$ cat src/rtl/spireg_bank_pkg.sv
// Shared address map and fast-command codes for spireg_bank.
// Optional IRQ/EVENT feature is selected by macro SPIREG_BANK_IRQ_EN.
package spireg_bank_pkg;

  localparam int ADDR_CTRL    = 0;
  localparam int ADDR_EVENT   = 1;
  localparam int ADDR_IRQ_EN  = 2;
  localparam int ADDR_RW_BASE = 3;

  localparam logic [5:0] FC_EVENT_CLR = 6'd63;

endpackage

$ cat src/rtl/spireg_bank_event.sv
// Sticky W1C event flags, interrupt enable mask and registered interrupt.
// Used by spireg_bank only when SPIREG_BANK_IRQ_EN is defined.
module spireg_bank_event #(
  parameter int REG_W = 8
) (
  input  logic             clk,
  input  logic             nrst,
  input  logic             ev_wr,
  input  logic             en_wr,
  input  logic [REG_W-1:0] wdata,
  input  logic             clr_all,
  input  logic [REG_W-1:0] event_i,
  output logic [REG_W-1:0] event_o,
  output logic [REG_W-1:0] irq_en_o,
  output logic             irq_o
);

  logic [REG_W-1:0] event_q, event_d;
  logic [REG_W-1:0] irq_en_q, irq_en_d;
  logic             irq_q, irq_d;
  logic [REG_W-1:0] clr;

  always_comb begin
    clr = '0;
    if (ev_wr)   clr = wdata;
    if (clr_all) clr = '1;
    // a same-cycle set beats any clear of that bit
    event_d  = (event_q & ~clr) | event_i;
    irq_en_d = en_wr ? wdata : irq_en_q;
    irq_d    = |(event_q & irq_en_q);
  end

  always_ff @(posedge clk or negedge nrst) begin
    if (!nrst) begin
      event_q  <= '0;
      irq_en_q <= '0;
      irq_q    <= 1'b0;
    end else begin
      event_q  <= event_d;
      irq_en_q <= irq_en_d;
      irq_q    <= irq_d;
    end
  end

  assign event_o  = event_q;
  assign irq_en_o = irq_en_q;
  assign irq_o    = irq_q;

endmodule

$ cat src/rtl/spireg_bank.sv
// Parametrised register bank between the spireg SPI slave and user logic.
// Macro SPIREG_BANK_IRQ_EN enables EVENT/IRQ_EN and irq_o; otherwise addr 1/2 are plain RW.
module spireg_bank
  import spireg_bank_pkg::*;
#(
  parameter  int ADDR_W = 3,
  parameter  int REG_W  = 8,
  parameter  int N_RO   = 2,
  localparam int DEPTH  = 2**ADDR_W,
  localparam int N_RW   = DEPTH - 3 - N_RO,
  localparam int RO_W   = (N_RO > 0) ? N_RO*REG_W : 1
) (
  input  logic                  clk,
  input  logic                  nrst,
  input  logic [ADDR_W-1:0]     reg_addr,
  input  logic [REG_W-1:0]      reg_data_o,
  input  logic                  reg_data_o_vld,
  input  logic [5:0]            fastcmd,
  input  logic                  fastcmd_vld,
  output logic [REG_W-1:0]      reg_data_i,
  output logic [7:0]            status,
  output logic [REG_W-1:0]      ctrl_o,
  output logic [N_RW*REG_W-1:0] rw_regs_o,
  input  logic [RO_W-1:0]       hw_ro_i,
  input  logic [REG_W-1:0]      event_i,
  output logic [DEPTH-1:0]      wr_strobe_o,
  output logic                  irq_o
);

  int addr_n;
  int fc_n;
  assign addr_n = int'(reg_addr);
  assign fc_n   = int'(fastcmd);

  logic [REG_W-1:0] ctrl_q, ctrl_d;
  logic [REG_W-1:0] rw_q [N_RW];
  logic [REG_W-1:0] rw_d [N_RW];
  logic [DEPTH-1:0] strobe_q, strobe_d;
  logic [REG_W-1:0] reg1, reg2;
  logic             fc_evt_clr, fc_to_ctrl;

`ifdef SPIREG_BANK_IRQ_EN
  assign fc_evt_clr = fastcmd_vld && (fastcmd == FC_EVENT_CLR);

  spireg_bank_event #(.REG_W(REG_W)) u_event (
    .clk      (clk),
    .nrst     (nrst),
    .ev_wr    (reg_data_o_vld && (addr_n == ADDR_EVENT)),
    .en_wr    (reg_data_o_vld && (addr_n == ADDR_IRQ_EN)),
    .wdata    (reg_data_o),
    .clr_all  (fc_evt_clr),
    .event_i  (event_i),
    .event_o  (reg1),
    .irq_en_o (reg2),
    .irq_o    (irq_o)
  );

  assign status = {irq_o, ctrl_q[6:0]};
`else
  logic [REG_W-1:0] aux1_q, aux1_d;
  logic [REG_W-1:0] aux2_q, aux2_d;
  logic             unused_event;

  assign fc_evt_clr   = 1'b0;
  assign unused_event = ^event_i;

  always_comb begin
    aux1_d = aux1_q;
    aux2_d = aux2_q;
    if (reg_data_o_vld && (addr_n == ADDR_EVENT))  aux1_d = reg_data_o;
    if (reg_data_o_vld && (addr_n == ADDR_IRQ_EN)) aux2_d = reg_data_o;
  end

  always_ff @(posedge clk or negedge nrst) begin
    if (!nrst) begin
      aux1_q <= '0;
      aux2_q <= '0;
    end else begin
      aux1_q <= aux1_d;
      aux2_q <= aux2_d;
    end
  end

  assign reg1   = aux1_q;
  assign reg2   = aux2_q;
  assign irq_o  = 1'b0;
  assign status = ctrl_q[7:0];
`endif

  // a register write to CTRL in the same cycle drops the fastcmd
  assign fc_to_ctrl = fastcmd_vld && !fc_evt_clr && (fc_n < 2*REG_W) &&
                      !(reg_data_o_vld && (addr_n == ADDR_CTRL));

  always_comb begin
    ctrl_d   = ctrl_q;
    rw_d     = rw_q;
    strobe_d = '0;
    for (int a = 0; a < DEPTH; a++)
      strobe_d[a] = reg_data_o_vld && (addr_n == a);
    if (reg_data_o_vld && (addr_n == ADDR_CTRL))
      ctrl_d = reg_data_o;
    for (int i = 0; i < N_RW; i++)
      if (reg_data_o_vld && (addr_n == ADDR_RW_BASE + i))
        rw_d[i] = reg_data_o;
    for (int b = 0; b < REG_W; b++)
      if (fc_to_ctrl && ((fc_n >> 1) == b))
        ctrl_d[b] = fastcmd[0];
  end

  always_ff @(posedge clk or negedge nrst) begin
    if (!nrst) begin
      ctrl_q   <= '0;
      rw_q     <= '{default: '0};
      strobe_q <= '0;
    end else begin
      ctrl_q   <= ctrl_d;
      rw_q     <= rw_d;
      strobe_q <= strobe_d;
    end
  end

  always_comb begin
    reg_data_i = '0;
    if (addr_n == ADDR_CTRL)   reg_data_i = ctrl_q;
    if (addr_n == ADDR_EVENT)  reg_data_i = reg1;
    if (addr_n == ADDR_IRQ_EN) reg_data_i = reg2;
    for (int i = 0; i < N_RW; i++)
      if (addr_n == ADDR_RW_BASE + i) reg_data_i = rw_q[i];
    for (int j = 0; j < N_RO; j++)
      if (addr_n == DEPTH - N_RO + j) reg_data_i = hw_ro_i[j*REG_W +: REG_W];
  end

  for (genvar g = 0; g < N_RW; g++) begin : g_rw_out
    assign rw_regs_o[g*REG_W +: REG_W] = rw_q[g];
  end

  assign ctrl_o      = ctrl_q;
  assign wr_strobe_o = strobe_q;

endmodule

$ cat config.mk
export PLATFORM = sky130hd
export DESIGN_NAME = spireg_bank
export DESIGN_NICKNAME = d
export VERILOG_FILES = /design/src/rtl/spireg_bank_pkg.sv /design/src/rtl/spireg_bank_event.sv /design/src/rtl/spireg_bank.sv
export SDC_FILE = /design/constraint.sdc
export NUM_CORES = 1
export LEC_CHECK = 0
export CORE_MARGIN = 5
export CORE_UTILIZATION = 40
export DETAILED_ROUTE_END_ITERATION = 16
export DONT_BUFFER_PORTS = 1
export SYNTH_ARGS = -nofsm -noshare
export SYNTH_HDL_FRONTEND = slang
export SYNTH_SLANG_ARGS = --single-unit
$ cat constraint.sdc
create_clock -name clk -period 2.9 [get_ports clk]
set_clock_uncertainty 0.15 [all_clocks]
set_input_delay 0.58 -clock clk [delete_from_list [all_inputs] [get_ports clk]]
set_output_delay 0.58 -clock clk [all_outputs]
set_load 0.005 [all_outputs]
==> metrics.md, run 1 <==
| Metric | Value |
|---|---|
| Synth Area in Compound Gates | 3.882% |
| Crit share post-route | 78.34% |
| Primary FF master, synth | dfrtp_1 |
| CP Class | reg -> out |
| Startpoint types | register |
| Routability cong. | 0.6981 |
| CTS tree | yes |
| Dpl ws | 0.8028 ns |
| Slew @ Worst Pin | 0.6311 ns |
| Post-Synth Simple-Gate Area | 9.996% |
| Initial Util | 41.27% |
| Hold Crit Depth | 1 |
| Post-synth EDFFs | 0 |
| Worst Path Max Fanout | 4 |
| Yosys warnings | 0 |
| Area taken by multi-input logic gates | 1261 µm² |
| CP arrival | 1.54 ns |
| Residual DRC | 0 |
| RSZ-0062 raised after global routing | false |
| Peak VDD IR | 0.3130 mV |
| Multiplexer area fraction after synthesis | 30.79% |
| Die ar. | 8784 µm² |
| Critical Path RT | 2.17 ns |
| Unique cell type count in the Yosys netlist | 32 |
| Area Overhead vs Synth | 5.756% |
| Fmax | 440.2 MHz |
| Xor/xnor cell area share of the yosys netlist | 0% |
| Total Neg Setup Slack | 0 ns |
| Total CTS buffers | 5 |
| Min Tclk post-route | 2.272 ns |
| Diode count | 0 |
| Mapped Avg Cell Area | 12.86 µm² |
| Row count | 30 |
| Syn_nets | 263 |
| Post-DRT Antenna Nets | 0 |
| Worst Hold End | wr_strobe_o[6] |
| Via-per-instance ratio | 5.555 |
| Final WL | 6690 µm |
| Via count | 1711 |
| Largest family of logic cells by synthesized area | multiplexers |
| Launch point of the worst reg-to-reg path | ctrl_o[2] |
| Fin area | 2965 µm² |
| Die Wd | 93.73 µm |
| Area after DPL | 2831 µm² |
| Initial detailed-routing violation count | 62 |
| Final setup viols | 0 |
| Seq. cell area | 1401 µm² |
| Reg-to-reg slack, setup | 1.67 ns |
| HP Class | in -> reg |
| CORE AREA | 6794 µm² |
| Hold Path Origin | reg_addr[0] |
| Adder-cell share of the synthesized area | 0% |
| Filler cell count | 637 |
| Cts repair resizes | 0 |
| Reg2reg end | ctrl_o[2] |
| Initial antenna violation count | 0 |
| PwrDens | 623.9 nW/µm² |
| CTS sink count | 56 |
| Vias in the first global route | 1847 |
| Layout Nets | 256 |
| Global-route wire length before repair | 10560 µm |
| Total gr overflow | 0 |
| HPWL after detailed placement | 4484 µm |
| Max-slew violations | 0 |
| Clock Latency Late Sink | 0.30 ns |
| Lkg Pwr | 1.281 nW |
| Largest net degree at the start of global routing | 57 |
| H-tree level count | 2 |
| Max_slew headroom | 57.81% |
| Layout cells sized above 1 | 34.91% |
| Max cap viols | 0 |
| Reg2reg path depth | 2 |
| Worst setup path start | ctrl_o[6] |
| PortBufs | 0 |
| Top Ports | 102 |
| Flops & latches, synth | 56 |
| Syn Inst Count | 218 |
| Status | finished clean |
| CTS max path bufs | 2 |
| First-pass DRT Iterations | 4 |
| Final hold vios | 0 |
| Async SR Flop Fraction | 100.0% |
| WL per Instance | 21.72 µm |
| Setup ws final | 0.6282 ns |
| Die Y | 93.73 µm |
| Post-Syn Area | 2804 µm² |
| Register area share after synthesis | 49.98% |
| Critical Path Sink Type | primary output |
| Tot GR Track Use | 16.02% |
| Root buffer cell | clkbuf_8 |
| Clock transition at the registers of the reported paths | 0.10 ns |
==> stage by stage <==
step / util [%] / hold WS, ns / power [mW] / instances
floorplan: - / 0.1344 / 1.378 / 218
global placement: 41.68 / 0.1361 / 1.395 / 298
detailed placement: 41.68 / 0.1360 / 1.407 / 298
CTS: 43.65 / 0.1757 / 1.886 / 308
global route: 43.65 / 0.1669 / 1.970 / 308
finish: 43.65 / 0.1884 / 1.850 / 308
==> what timing repair did <==
| action | in CTS | in global routing |
|---|---|---|
| hold endpoints to repair | 56 | 0 |
| hold buffers | 2 | 0 |
| buffers inserted | 0 | 0 |
==> synth_stat cells (all sizes together) (3+ instances only) <==
| master | count | area [µm²] |
|---|---|---|
| nand3 | 4 | 20.02 |
| mux2i | 6 | 60.06 |
| mux4 | 14 | 315.3 |
| o31a | 4 | 35.03 |
| buf | 17 | 116.4 |
| nor3 | 3 | 25.02 |
| a21oi | 5 | 25.02 |
| o21ai | 4 | 20.02 |
| inv | 4 | 15.01 |
| clkbuf | 3 | 11.26 |
| dfrtp | 56 | 1401 |
| mux2 | 43 | 488.0 |
| nor2 | 3 | 11.26 |
| nor4 | 4 | 25.02 |
| nand2 | 31 | 116.4 |
| or3 | 3 | 18.77 |
==> routing by layer <==
layer  track usage [%]  vias to the layer above  part of all wire (%)
li1                  -                      763                     -
met1             21.94                      880                    46
met2             24.07                       60                    44
met3             5.929                        8                   8.4
met4             4.091                        0                  0.97
met5                 0                        -                     0
==> registers in the layout, summed over array words and instances, names as in the netlist <==
name         cells
rw_regs_o       24
aux1_q           8
aux2_q           8
ctrl_o           8
wr_strobe_o      8
==> final cells by class <==
type,count,share of cell area (%)
repair buffers,6,2.278
clock inverters,2,0.4641
flip-flops and latches,56,47.26
clock buffers,6,2.785
well taps,96,4.051
multi-input cells,137,42.53
inverters,5,0.6329
==> kinds of logic (layout without fill, tap and decap cells) <==
family / after synthesis / count (layout)
muxes: 63 / 63
DFF: 56 / 56
and+or+nand+nor: 56 / 56
buffers and inverters: 25 / 19
AOI/OAI and AO/OA: 17 / 17
other: 1 / 1
==> worst max-delay path, stage by stage (launching register included) <==
cell and delay [ns]:
dfrtp_1 0.46, mux4_2 0.49, mux2_2 0.29
==> cells in the final DEF, fill, tap and decap left out <==
cell type,instances
dfrtp_1,56
mux2_2,42
nand2_1,31
mux4_2,14
mux2i_1,6
clkbuf_8,6
a21oi_1,5
inv_1,4
nand3_1,4
o21ai_0,4
o31a_1,4
nor4_1,4
buf_4,4
nor2_1,3
or3_1,3
nand2b_1,2
nor3_2,2
nand4b_1,2
a31oi_1,2
a21o_1,1
nor2b_1,1
nor3_1,1
o2bb2ai_1,1
or4b_4,1
nor3b_2,1
clkinv_1,1
mux2_4,1
nand4_1,1
conb_1,1
clkinv_2,1
inv_6,1
buf_16,1
dlygate4sd3_1,1
==> worst max path at each step <==
stage               endpoint  slack [ns]  cells past startpoint
2_1_floorplan  reg_data_i[0]        0.35                      4
3_3_place_gp       ctrl_o[2]        0.81                      3
3_5_place_dp       ctrl_o[2]        0.80                      3
4_1_cts        reg_data_i[1]        0.60                      2
5_1_grt        reg_data_i[5]        0.56                      2
6_report       reg_data_i[6]        0.63                      2
==> report_power, final <==
part	total (mW)	internal, mW	switching [mW]
clock	0.449	0.196	0.253
sequential	1.07	0.929	0.140
combinational	0.331	0.219	0.112
total	1.85	1.34	0.506
No activity file was read; power rests on OpenSTA's default activity.
==> run 2: changes to the inputs <==
Settings changed: ABC_AREA from default to 1.
Clock period 2.9 ns to 2.1 ns, I/O delays scaled along.
==> run 2 against run 1 <==
Final area up 2.7%. Via count up 38%. Critical path type is now in -> out. Largest power group unchanged. Critical endpoint is now reg_data_i[5]. Worst setup slack worse by 0.51 ns. Register-to-register slack worse by 0.59 ns. Final cell count up 45%.
==> metrics.md, run 2 <==
| Metric | Value |
|---|---|
| CTS max path bufs | 2 |
| Critical Path RT | 1.53 ns |
| Slew @ Worst Pin | 0.6364 ns |
| PortBufs | 0 |
| Post-Synth Simple-Gate Area | 33.23% |
| Post-synth EDFFs | 0 |
| CTS tree | yes |
| Multiplexer area fraction after synthesis | 0% |
| Area after DPL | 2915 µm² |
| Clock Latency Late Sink | 0.31 ns |
| Row count | 31 |
| Area taken by multi-input logic gates | 1249 µm² |
| Unique cell type count in the Yosys netlist | 26 |
| Register area share after synthesis | 47.72% |
| Synth cell count leaders | nand2_1, dfrtp_1, nand4_1 |
| Worst Path Max Fanout | 37 |
| Yosys warnings | 0 |
| Finished Layout Cells | 446 |
| Number of flip-flops in the largest register | 24 |
| Total gr overflow | 0 |
| Layout Nets | 391 |
| Startpoint types | input pin |
| Fmax | 504.3 MHz |
| Die Wd | 95.68 µm |
| Yosys top cell area share | 47.72% |
| Power share of the clock group | 25.0% |
| PwrDens | 810.0 nW/µm² |
| Initial antenna violation count | 0 |
| CORE AREA | 7214 µm² |
| Leading cell type in the layout, fill and taps excluded | nand2_1 |
| Residual DRC | 0 |
| Net Sw Frac | 33.30% |
| Mapped Avg Cell Area | 8.203 µm² |
| Post-layout total power | 2.466 mW |
| Dominant cell type by area after synthesis | dfrtp_1 |
| Critical Path Sink Type | primary output |
| Largest net degree at the start of global routing | 57 |
| CP arrival | 1.41 ns |
| H-tree level count | 2 |
| First-pass DRT Iterations | 4 |
| Root buffer cell | clkbuf_8 |
| Commonest non-fill, non-tap cells in the layout | nand2_1, dfrtp_1, nand4_1 |
| HP Class | in -> reg |
| Initial Util | 40.70% |
| CTS sink count | 56 |
| Tot GR Track Use | 18.25% |
| Synth top area cells | dfrtp_1, nand2_1, nand4_1 |
| Filler cell count | 741 |
| Post-DRT Antenna Nets | 0 |
| Flops & latches, synth | 56 |
| Worst hold margin | 0.06528 ns |
| Total Neg Setup Slack | 0 ns |
| Xor/xnor cell area share of the yosys netlist | 0% |
| Routability cong. | 0.8704 |
| Largest family of logic cells by synthesized area | simple AND/OR/NAND/NOR gates |
| Switching Power | 821.1 µW |
| Sequential share of power | 58.7% |
| Initial detailed-routing violation count | 150 |
| Final setup viols | 0 |
| Diode count | 0 |
| Max cap viols | 0 |
| Synth Area in Compound Gates | 9.161% |
| Final hold vios | 0 |
| Max-slew violations | 0 |
| HPWL after detailed placement | 5908 µm |
| Vias in the first global route | 2290 |
| Lkg Pwr | 1.437 nW |
| Via count | 2358 |
| Die Y | 95.68 µm |
| Syn_nets | 403 |
| CP Class | in -> out |
| Via-per-instance ratio | 5.287 |
| Clock transition at the registers of the reported paths | 0.11 ns |
| Cts repair resizes | 0 |
| Count leader, synth | nand2_1 |
| Crit share post-route | 94.42% |
| P_int | 1.645 mW |
| Total CTS buffers | 5 |
| Primary FF master, synth | dfrtp_1 |
| Max_slew headroom | 57.51% |
| Async SR Flop Fraction | 100.0% |
| Peak VDD IR | 0.3029 mV |
| Adder-cell share of the synthesized area | 0% |
| Gate power share | 16.3% |
| Min Tclk post-route | 1.983 ns |
| Die ar. | 9155 µm² |
| Area Overhead vs Synth | 3.664% |
| Syn Inst Count | 358 |
| WL per Instance | 18.00 µm |
| Placed Cells | 436 |
| Top Ports | 102 |
| Seq. cell area | 1401 µm² |
| Status | finished clean |
| Final WL | 8028 µm |
| Fin area | 3044 µm² |
| Global-route wire length before repair | 12440 µm |
| Post-Syn Area | 2937 µm² |
| RSZ-0062 raised after global routing | false |
| Layout cells sized above 1 | 10.66% |
run 2: worst max-delay path: stages:
cell     delay (ns)
inv_2          0.44
nand4_1        0.18
nand4_1        0.18
nor2_1         0.08
nand4_1        0.10
run 2: path summary, 6_finish.rpt:
kind	startpoint	to	slack [ns]	cells past startpoint
worst min-delay path	fastcmd[0]	ctrl_o[2]	0.07	2
worst max register to register	ctrl_o[7]	ctrl_o[7]	1.08	4
worst max-delay path	reg_addr[2]	reg_data_i[5]	0.12	5
min in group asynchronous	nrst	rw_regs_o[11]	0.47	2
max in group asynchronous	nrst	ctrl_o[0]	1.08	2
worst min register to register	aux1_q[3]	aux1_q[3]	0.35	2
run 2: through the flow:
step	util (%)	setup slack (ns)
final	42.20	0.1172
after global routing	42.20	0.01168
after CTS	42.20	0.1251
after detailed placement	40.41	0.1243
after global placement	40.41	0.1604
after floorplan	-	0.3557
run 2: layout make-up:
type	count	area share, %
Multi-Input combinational cell	246	41.02
Tap cell	99	4.069
Inverter	33	4.151
Sequential cell	56	46.03
Clock inverter	3	0.7398
Timing Repair Buffer	4	1.726
Clock buffer	5	2.261
run 2: cells by family after synthesis:
logic type             count (synthesis)
AO/OA/AOI/OAI                         47
buffers and inverters                 56
AND/OR/NAND/NOR                      198
other                                  1
flip-flops                            56
run 2: timing repair:
action	4_1_cts	5_1_grt
endpoints found under the hold margin	56	0
hold buffers	2	0
setup buffers	0	0
run 2: per-layer routing:
metal / track usage, % / share of wire [%] / vias to the layer above
met5: 0 / 0 / -
met4: 4.384 / 0.81 / 0
met3: 6.867 / 11 / 8
met1: 23.87 / 42 / 1096
met2: 28.60 / 45 / 106
li1: - / - / 1148
run 2: power by group through the flow:
stage | Combinational, mW | Sequential (mW) | Clock [mW]
6_report | 0.402 | 1.45 | 0.617
3_3_place_gp | 0.364 | 1.47 | 0
4_1_cts | 0.408 | 1.45 | 0.639
2_1_floorplan | 0.366 | 1.40 | 0
5_1_grt | 0.469 | 1.48 | 0.689
3_5_place_dp | 0.375 | 1.47 | 0
